--- src/rtl/id_ex_fwd_stage_pkg.sv ---
`default_nettype none
// ============================================================================
//  Module      : id_ex_fwd_stage_pkg
//  Description : Shared constants for the ID/EX stage of the 5-stage MIPS
//                pipeline: operand forwarding mux select encodings, the
//                hard-wired zero register index and default datapath widths.
//  Revision    : 1.0 - initial release
// ============================================================================
package id_ex_fwd_stage_pkg;

    // Default widths for the datapath and register specifiers
    localparam int DEFAULT_DATA_W = 32;
    localparam int DEFAULT_REG_AW = 5;

    // EX operand mux select encodings; 2'b11 is never produced
    localparam logic [1:0] FWD_REG   = 2'b00;  // registered operand
    localparam logic [1:0] FWD_WB    = 2'b01;  // MEM/WB write-back data
    localparam logic [1:0] FWD_EXMEM = 2'b10;  // EX/MEM result

    // Register $0 reads as zero and must never be forwarded
    localparam int REG_ZERO = 0;

endpackage : id_ex_fwd_stage_pkg
`default_nettype wire

--- src/rtl/id_ex_fwd_stage_fwd_sel_logic.sv ---
`default_nettype none
// ============================================================================
//  Module      : fwd_sel_logic
//  Description : Combinational forwarding select for one EX operand.
//                EX/MEM has priority over MEM/WB; $0 is never forwarded and
//                a bubble in EX always selects the registered operand.
//  Ports       : src             - EX-stage source register of this operand
//                valid           - EX holds a real instruction
//                exmem_reg_write - EX/MEM writes the register file
//                exmem_rd        - EX/MEM destination register
//                memwb_reg_write - MEM/WB writes the register file
//                memwb_rd        - MEM/WB destination register
//                sel             - 2-bit operand mux select
//  Revision    : 1.0 - initial release
// ============================================================================
module fwd_sel_logic
    import id_ex_fwd_stage_pkg::*;
#(
    parameter int REG_AW = DEFAULT_REG_AW
) (
    input  logic [REG_AW-1:0] src,
    input  logic              valid,
    input  logic              exmem_reg_write,
    input  logic [REG_AW-1:0] exmem_rd,
    input  logic              memwb_reg_write,
    input  logic [REG_AW-1:0] memwb_rd,
    output logic [1:0]        sel
);

    logic hit_exmem;
    logic hit_memwb;

    assign hit_exmem = exmem_reg_write && (exmem_rd != REG_AW'(REG_ZERO)) && (exmem_rd == src);
    assign hit_memwb = memwb_reg_write && (memwb_rd != REG_AW'(REG_ZERO)) && (memwb_rd == src);

    always_comb begin
        sel = FWD_REG;
        if (valid) begin
            if (hit_exmem) begin
                sel = FWD_EXMEM;  // most recent producer wins
            end else if (hit_memwb) begin
                sel = FWD_WB;
            end
        end
    end

endmodule : fwd_sel_logic
`default_nettype wire

--- src/rtl/id_ex_fwd_stage.sv ---
`default_nettype none
// ============================================================================
//  Module      : id_ex_fwd_stage
//  Description : ID/EX pipeline register with operand forwarding selects and
//                load-use hazard detection for a 5-stage MIPS pipeline.
//  Ports       : clk, rst_n        - clock and async active-low reset
//                id_*              - decoded instruction from ID
//                flush             - squash the ID instruction (bubble)
//                exmem_*, memwb_*  - downstream writers for forwarding
//                memwb_data        - write-back value this cycle
//                ex_*              - registered EX-stage instruction
//                fwd_a_sel/b_sel   - EX operand mux selects
//                stall             - hold PC and IF/ID for a load-use hazard
//  Revision    : 1.0 - initial release
// ============================================================================
module id_ex_fwd_stage
    import id_ex_fwd_stage_pkg::*;
#(
    parameter int DATA_W = DEFAULT_DATA_W,
    parameter int REG_AW = DEFAULT_REG_AW
) (
    input  logic              clk,
    input  logic              rst_n,
    input  logic              id_valid,
    input  logic [REG_AW-1:0] id_rs,
    input  logic [REG_AW-1:0] id_rt,
    input  logic [REG_AW-1:0] id_rd,
    input  logic              id_reg_write,
    input  logic              id_mem_read,
    input  logic [DATA_W-1:0] id_rs_data,
    input  logic [DATA_W-1:0] id_rt_data,
    input  logic              flush,
    input  logic              exmem_reg_write,
    input  logic [REG_AW-1:0] exmem_rd,
    input  logic              memwb_reg_write,
    input  logic [REG_AW-1:0] memwb_rd,
    input  logic [DATA_W-1:0] memwb_data,
    output logic              ex_valid,
    output logic [REG_AW-1:0] ex_rs,
    output logic [REG_AW-1:0] ex_rt,
    output logic [REG_AW-1:0] ex_rd,
    output logic              ex_reg_write,
    output logic              ex_mem_read,
    output logic [DATA_W-1:0] ex_rs_data,
    output logic [DATA_W-1:0] ex_rt_data,
    output logic [1:0]        fwd_a_sel,
    output logic [1:0]        fwd_b_sel,
    output logic              stall
);

    logic wt_rs;
    logic wt_rt;

    // Load in EX whose result the ID instruction needs: the value is only
    // available after MEM, so one bubble is required. rs and rt are both
    // compared without decoding the format (conservative).
    assign stall = id_valid && ex_valid && ex_mem_read
                && (ex_rd != REG_AW'(REG_ZERO))
                && ((ex_rd == id_rs) || (ex_rd == id_rt));

    // Register file is written and read in the same cycle; the read value
    // from ID is stale, so take the write-back value directly.
    assign wt_rs = memwb_reg_write && (memwb_rd != REG_AW'(REG_ZERO)) && (memwb_rd == id_rs);
    assign wt_rt = memwb_reg_write && (memwb_rd != REG_AW'(REG_ZERO)) && (memwb_rd == id_rt);

    always_ff @(posedge clk or negedge rst_n) begin
        if (!rst_n) begin
            ex_valid     <= 1'b0;
            ex_rs        <= '0;
            ex_rt        <= '0;
            ex_rd        <= '0;
            ex_reg_write <= 1'b0;
            ex_mem_read  <= 1'b0;
            ex_rs_data   <= '0;
            ex_rt_data   <= '0;
        end else if (flush || stall) begin
            // Bubble; flush takes precedence but both produce the same value
            ex_valid     <= 1'b0;
            ex_rs        <= '0;
            ex_rt        <= '0;
            ex_rd        <= '0;
            ex_reg_write <= 1'b0;
            ex_mem_read  <= 1'b0;
            ex_rs_data   <= '0;
            ex_rt_data   <= '0;
        end else begin
            ex_valid     <= id_valid;
            ex_rs        <= id_rs;
            ex_rt        <= id_rt;
            ex_rd        <= id_rd;
            ex_reg_write <= id_reg_write && id_valid;
            ex_mem_read  <= id_mem_read && id_valid;
            ex_rs_data   <= wt_rs ? memwb_data : id_rs_data;
            ex_rt_data   <= wt_rt ? memwb_data : id_rt_data;
        end
    end

    fwd_sel_logic #(
        .REG_AW (REG_AW)
    ) u_fwd_a (
        .src             (ex_rs),
        .valid           (ex_valid),
        .exmem_reg_write (exmem_reg_write),
        .exmem_rd        (exmem_rd),
        .memwb_reg_write (memwb_reg_write),
        .memwb_rd        (memwb_rd),
        .sel             (fwd_a_sel)
    );

    fwd_sel_logic #(
        .REG_AW (REG_AW)
    ) u_fwd_b (
        .src             (ex_rt),
        .valid           (ex_valid),
        .exmem_reg_write (exmem_reg_write),
        .exmem_rd        (exmem_rd),
        .memwb_reg_write (memwb_reg_write),
        .memwb_rd        (memwb_rd),
        .sel             (fwd_b_sel)
    );

endmodule : id_ex_fwd_stage
`default_nettype wire

--- config.mk ---
export PLATFORM = sky130hd
export DESIGN_NAME = id_ex_fwd_stage
export DESIGN_NICKNAME = d
export VERILOG_FILES = /design/src/rtl/id_ex_fwd_stage_pkg.sv /design/src/rtl/id_ex_fwd_stage_fwd_sel_logic.sv /design/src/rtl/id_ex_fwd_stage.sv
export SDC_FILE = /design/constraint.sdc
export NUM_CORES = 1
export LEC_CHECK = 0
export ABC_AREA = 1
export CAP_MARGIN = 20
export CORE_MARGIN = 10
export CORE_UTILIZATION = 44
export CTS_CLUSTER_DIAMETER = 150
export DETAILED_ROUTE_END_ITERATION = 12
export PLACE_DENSITY = 0.86
export SYNTH_ARGS = -nofsm -noshare
export SYNTH_HDL_FRONTEND = slang
export SYNTH_SLANG_ARGS = --single-unit
--- constraint.sdc ---
create_clock -name clk -period 2.9 [get_ports clk]
set_clock_uncertainty 0.2 [all_clocks]
set_input_delay 0.58 -clock clk [delete_from_list [all_inputs] [get_ports clk]]
set_output_delay 0.58 -clock clk [all_outputs]
set_load 0.02 [all_outputs]
== Word-level counts from Yosys, hierarchy flattened ==
Index checks and enable logic that the tools add are counted.
Storage, ports and cells
  output and inout port bits: 87
  register bits: 82
  logic and storage cells: 51
  bits of input ports: 129
Operators by class
  reductions and logical operators: 19
  multiplexer cells: 16
  eq/ne operators: 8
Operators with widths (count)
  $mux W32: 4
  $eq A5 B5 Y1: 8
  $mux W5: 3
  $reduce_bool A5 Y1: 3
  $logic_and A1 B1 Y1: 14
  $mux W2: 4
  $mux W1: 5
  $logic_or A1 B1 Y1: 2

== Logic depth before layout (Yosys ltp) ==
  depth after elaboration: 6
  mapped depth: 11
  gate-level depth less buffers: 10

== Hierarchy ==
Synthesis repeated with hierarchy kept, for this count alone.
Unflattened totals
  cells, all modules: 654
  area total of the unflattened synthesis: 4561.9 um2
Modules (own cells, without submodules)
  id_ex_fwd_stage: cells each 534, seq. area each 2052.0 um2, area each 4081.4 um2, times used 1
  fwd_sel_logic: cells each 60, seq. area each 0.0 um2, area each 240.2 um2, times used 2

== Worst setup path before layout ==
OpenSTA, ideal clock, no wires.
  kind: input to output
  start: input memwb_rd[0]
  end: output fwd_a_sel[0]
  stages on the path: 8
  path slack: 0.544 ns
  buffers on the path: 2
  data arrival time: 1.576 ns
  data required time: 2.120 ns
  cell sequence: buf_2 > nor2_1 > nand3_1 > nand2_2 > inv_2 > buf_2 > nand3_1 > nor2_1
On the way
  cells in the longest elaborated chain, start to end: 6
  elaborated cells between the ends (all ways): 7
  classes of those cells: 1 x eq/ne; 3 x mux; 3 x reduce/logical
Ends and longest elaborated chain
  start: declaration: line id_ex_fwd_stage.sv:36  | input logic [REG_AW-1:0] memwb_rd,
  $reduce_bool A5 Y1: line id_ex_fwd_stage_fwd_sel_logic.sv:34  | assign hit_memwb = memwb_reg_write && (memwb_rd != REG_AW'(REG_ZERO)) && (memwb_rd == src);
  $logic_and A1 B1 Y1: line id_ex_fwd_stage_fwd_sel_logic.sv:34
  $logic_and A1 B1 Y1 *: line id_ex_fwd_stage_fwd_sel_logic.sv:34
  $mux W1 *: line id_ex_fwd_stage_fwd_sel_logic.sv:41  | end else if (hit_memwb) begin
  $mux W2 *: line id_ex_fwd_stage_fwd_sel_logic.sv:39  | if (hit_exmem) begin
  $mux W2 *: line id_ex_fwd_stage_fwd_sel_logic.sv:38  | if (valid) begin
  end: declaration: line id_ex_fwd_stage.sv:46  | output logic [1:0] fwd_a_sel,
Every way passes the cells marked *; elsewhere a longest branch is shown, timed or not.

== Worst setup path after layout ==
  start: input exmem_rd[0]
  end: output fwd_a_sel[1]
On the way
  cells in the longest elaborated chain, start to end: 5
  elaborated cells between the ends (all ways): 6
  classes of those cells: 1 x eq/ne; 2 x mux; 3 x reduce/logical
Ends and longest elaborated chain
  start: declaration: line id_ex_fwd_stage.sv:34  | input logic [REG_AW-1:0] exmem_rd,
  $reduce_bool A5 Y1: line id_ex_fwd_stage_fwd_sel_logic.sv:33  | assign hit_exmem = exmem_reg_write && (exmem_rd != REG_AW'(REG_ZERO)) && (exmem_rd == src);
  $logic_and A1 B1 Y1: line id_ex_fwd_stage_fwd_sel_logic.sv:33
  $logic_and A1 B1 Y1 *: line id_ex_fwd_stage_fwd_sel_logic.sv:33
  $mux W2 *: line id_ex_fwd_stage_fwd_sel_logic.sv:39
  $mux W2 *: line id_ex_fwd_stage_fwd_sel_logic.sv:38
Marked as above.

==> results.txt <==
Power Density = 388 nW/um^2
Fill cells = 781
final setup fails = 0
Sink Count = 82
Synth-to-Final Area Change = 57.6%
DIE HEIGHT = 120 um
crit end category = primary output
setup tns final = 0 ps
area of the multi-input gates = 1780 sq um
GR Util All Layers = 21.6%
worst-skew pair later-pin latency = 340 ps
#FFs+latches synth = 82
Initial DRT Pass Iterations = 4
Met3 Routed Length = 1.41 mm
CTS tree = done
Site Rows = 36
Hold WC Path Type = primary input to asynchronous set/reset pin
final net count = 941
met2 wire len = 8.10 mm
critical path data arrival time = 2060 ps
Net Count, Synth = 714
status = finished, final reports clean
Rel. slew slack = 59.8%
number of CTS-inserted buffers = 9
Die ar. = 14,400 sq um
layout cells sized above 1 = 7.61%
register share of total power = 45.9%
fin crit share = 97.9%
ANT cells = 0
Worst-Margin Slew = 603 ps
YS warnings = 0
RSZ-0062 raised after global routing = false
core area = 9770 sq um
Clock transition at path regs = 80 ps
Pins Over Slew Limit = 0
IO buf count = 215
syn avg cell area = 7.53 sq um
cell area after synthesis = 4410 sq um
Combinational Power Share = 27.6%
Die W = 120 um
Routed WL per cell = 16.5 um
fin crit period = 2840 ps
DP Cell Count = 934
Root Driver = clkbuf_8
via count = 4,558
Internal = 1.90 mW
critical path class = primary input to primary output
Iteration-0 DRC Markers = 299
Yosys top cell area share = 46.6%
initial core utilization = 45.1%
hold buffer count at cts = 0
Req. time, crit path = 2120 ps
ANT nets after route = 0
Highest Signal Layer = met4
Post-Route WL = 15.7 mm
Static Leak = 3.59 nW
most common cell after layout, fill and taps aside = clkdlybuf4s50_1
final hold vios = 0
clock share of power = 26.5%
post-synth top area cell = dfrtp_1
sequential cell area fraction in the yosys report = 46.6%
CTS H-tree depth = 3
num ports = 216
largest net degree at the start of global routing = 48
Max Buffers Root-to-Sink = 2
Worst Path Max Fanout = 3
max_cap viols = 0
commonest cells after routing, fill and taps aside = 209 x clkdlybuf4s50_1, 161 x nand2_1, 96 x nor2_1
antenna violations before repair = 0
DR vias/cell = 4.81
drc violations = 0
Non-Filler Instances = 948
crit path launch type = primary input
DP HPWL = 12.4 mm
placer congestion estimate = 0.950
first-pass GRT wire length = 25.0 mm
wl on met1 = 5.76 mm
worst vdd ir = 0.255 mV
fmax = 352 MHz
vias in the first global route = 4,897
synthesized netlist cell count = 585
switch share = 29.4%
GRT overflow = 0
Seq. cell area = 2050 sq um
count of cell types in the netlist = 26
Net Sw Power = 0.792 mW
main area contributors after synthesis = dfrtp_1 47%, nand2_1 14%, nor2_1 8.2%, inv_1 7.8%, nand4_1 4.8%
[synth_stat cells]
cell type and n:
xnor2_1 15, buf_2 18, or2_2 1, nor3_1 4, nand2_1 162, nor4_1 1, nand4_1 34, a211oi_1 1
inv_1 91, nand2_2 1, nor2_4 3, xor2_1 13, buf_4 4, o2111ai_1 1, nor2_1 96, dfrtp_1 82
o22ai_1 1, nand2_4 1, inv_2 2, nor3_4 1, nor2_2 1, a21oi_1 1, o21a_1 1, buf_6 10
nand3_1 39, nand3_2 1
[per-stage QoR]
stage	setup slack, ps	utilization (%)	hold slack [ps]	power (mW)	instance area, sq um
after global placement	-215	69.6	426	1.98	6800
final	60.1	71.1	30.4	2.69	6950
after global routing	11.2	71.1	59.7	2.84	6950
after floorplan	544	-	84.4	1.57	4410
after detailed placement	-256	69.6	431	2.01	6800
after CTS	26.1	71.2	46.5	2.72	6960
[per-layer routing]
metal  vias up  track usage, %
li1       2218               -
met5         -               0
met2       181            38.2
met1      2129            22.8
met3        30            7.92
met4         0            8.75
[repair_timing]
action                                 4_1_cts  5_1_grt
setup endpoints to repair                    5        4
endpoints found under the hold margin        0        0
gates resized for setup                      5        7
setup buffers                                0        0
[power by group through the flow]
| stage | Sequential [mW] | Clock, mW | Combinational (mW) |
|---|---|---|---|
| after floorplan | 1.33 | 0 | 0.237 |
| after global placement | 1.25 | 0 | 0.729 |
| after detailed placement | 1.26 | 0 | 0.747 |
| after CTS | 1.23 | 0.738 | 0.749 |
| after global routing | 1.24 | 0.791 | 0.808 |
| final | 1.24 | 0.714 | 0.745 |
[cell type report]
class                   count  share of cell area [%]
clock inverters             3                   0.252
well taps                 133                    2.40
repair buffers            248                    35.2
multi-input cells         378                    25.6
inverters                  93                    5.03
flip-flops and latches     82                    29.5
clock buffers              11                    2.04
[logic make-up (layout without fill, tap and decap cells)]
logic type / count (synthesis) / count (layout) / share of synthesized area [%]
compound gates: 5 / 5 / 0.795
xor+xnor: 28 / 28 / 5.57
buf+inv: 125 / 355 / 13.2
flops: 82 / 82 / 46.6
simple gates: 345 / 345 / 33.9
[sequential cells by signal, summed over array words and instances (netlist names)]
name / cells
ex_mem_read: 1
ex_rd: 5
ex_reg_write: 1
ex_rs: 5
ex_rs_data: 32
ex_rt: 5
ex_rt_data: 32
ex_valid: 1
[worst max-delay path, cell delays in order]
cell and delay (ps):
clkdlybuf4s50_1 540, xnor2_1 140, nand4_1 150, nor4_1 260, dlygate4sd2_1 390
[path summary, 6_finish.rpt]
kind / startpoint / end / slack [ps] / cells after the start
min: rst_n / ex_rs_data[14] / 30 / 1
max: exmem_rd[0] / fwd_a_sel[1] / 60 / 5
max reg2reg: ex_rd[1] / ex_rs_data[17] / 1020 / 9
max in group asynchronous: rst_n / ex_rs_data[28] / 1840 / 2
min reg2reg: ex_mem_read / ex_rs[4] / 920 / 7
min in group clk: id_rd[0] / ex_rd[0] / 550 / 3
(Power assumes the default switching activity.)
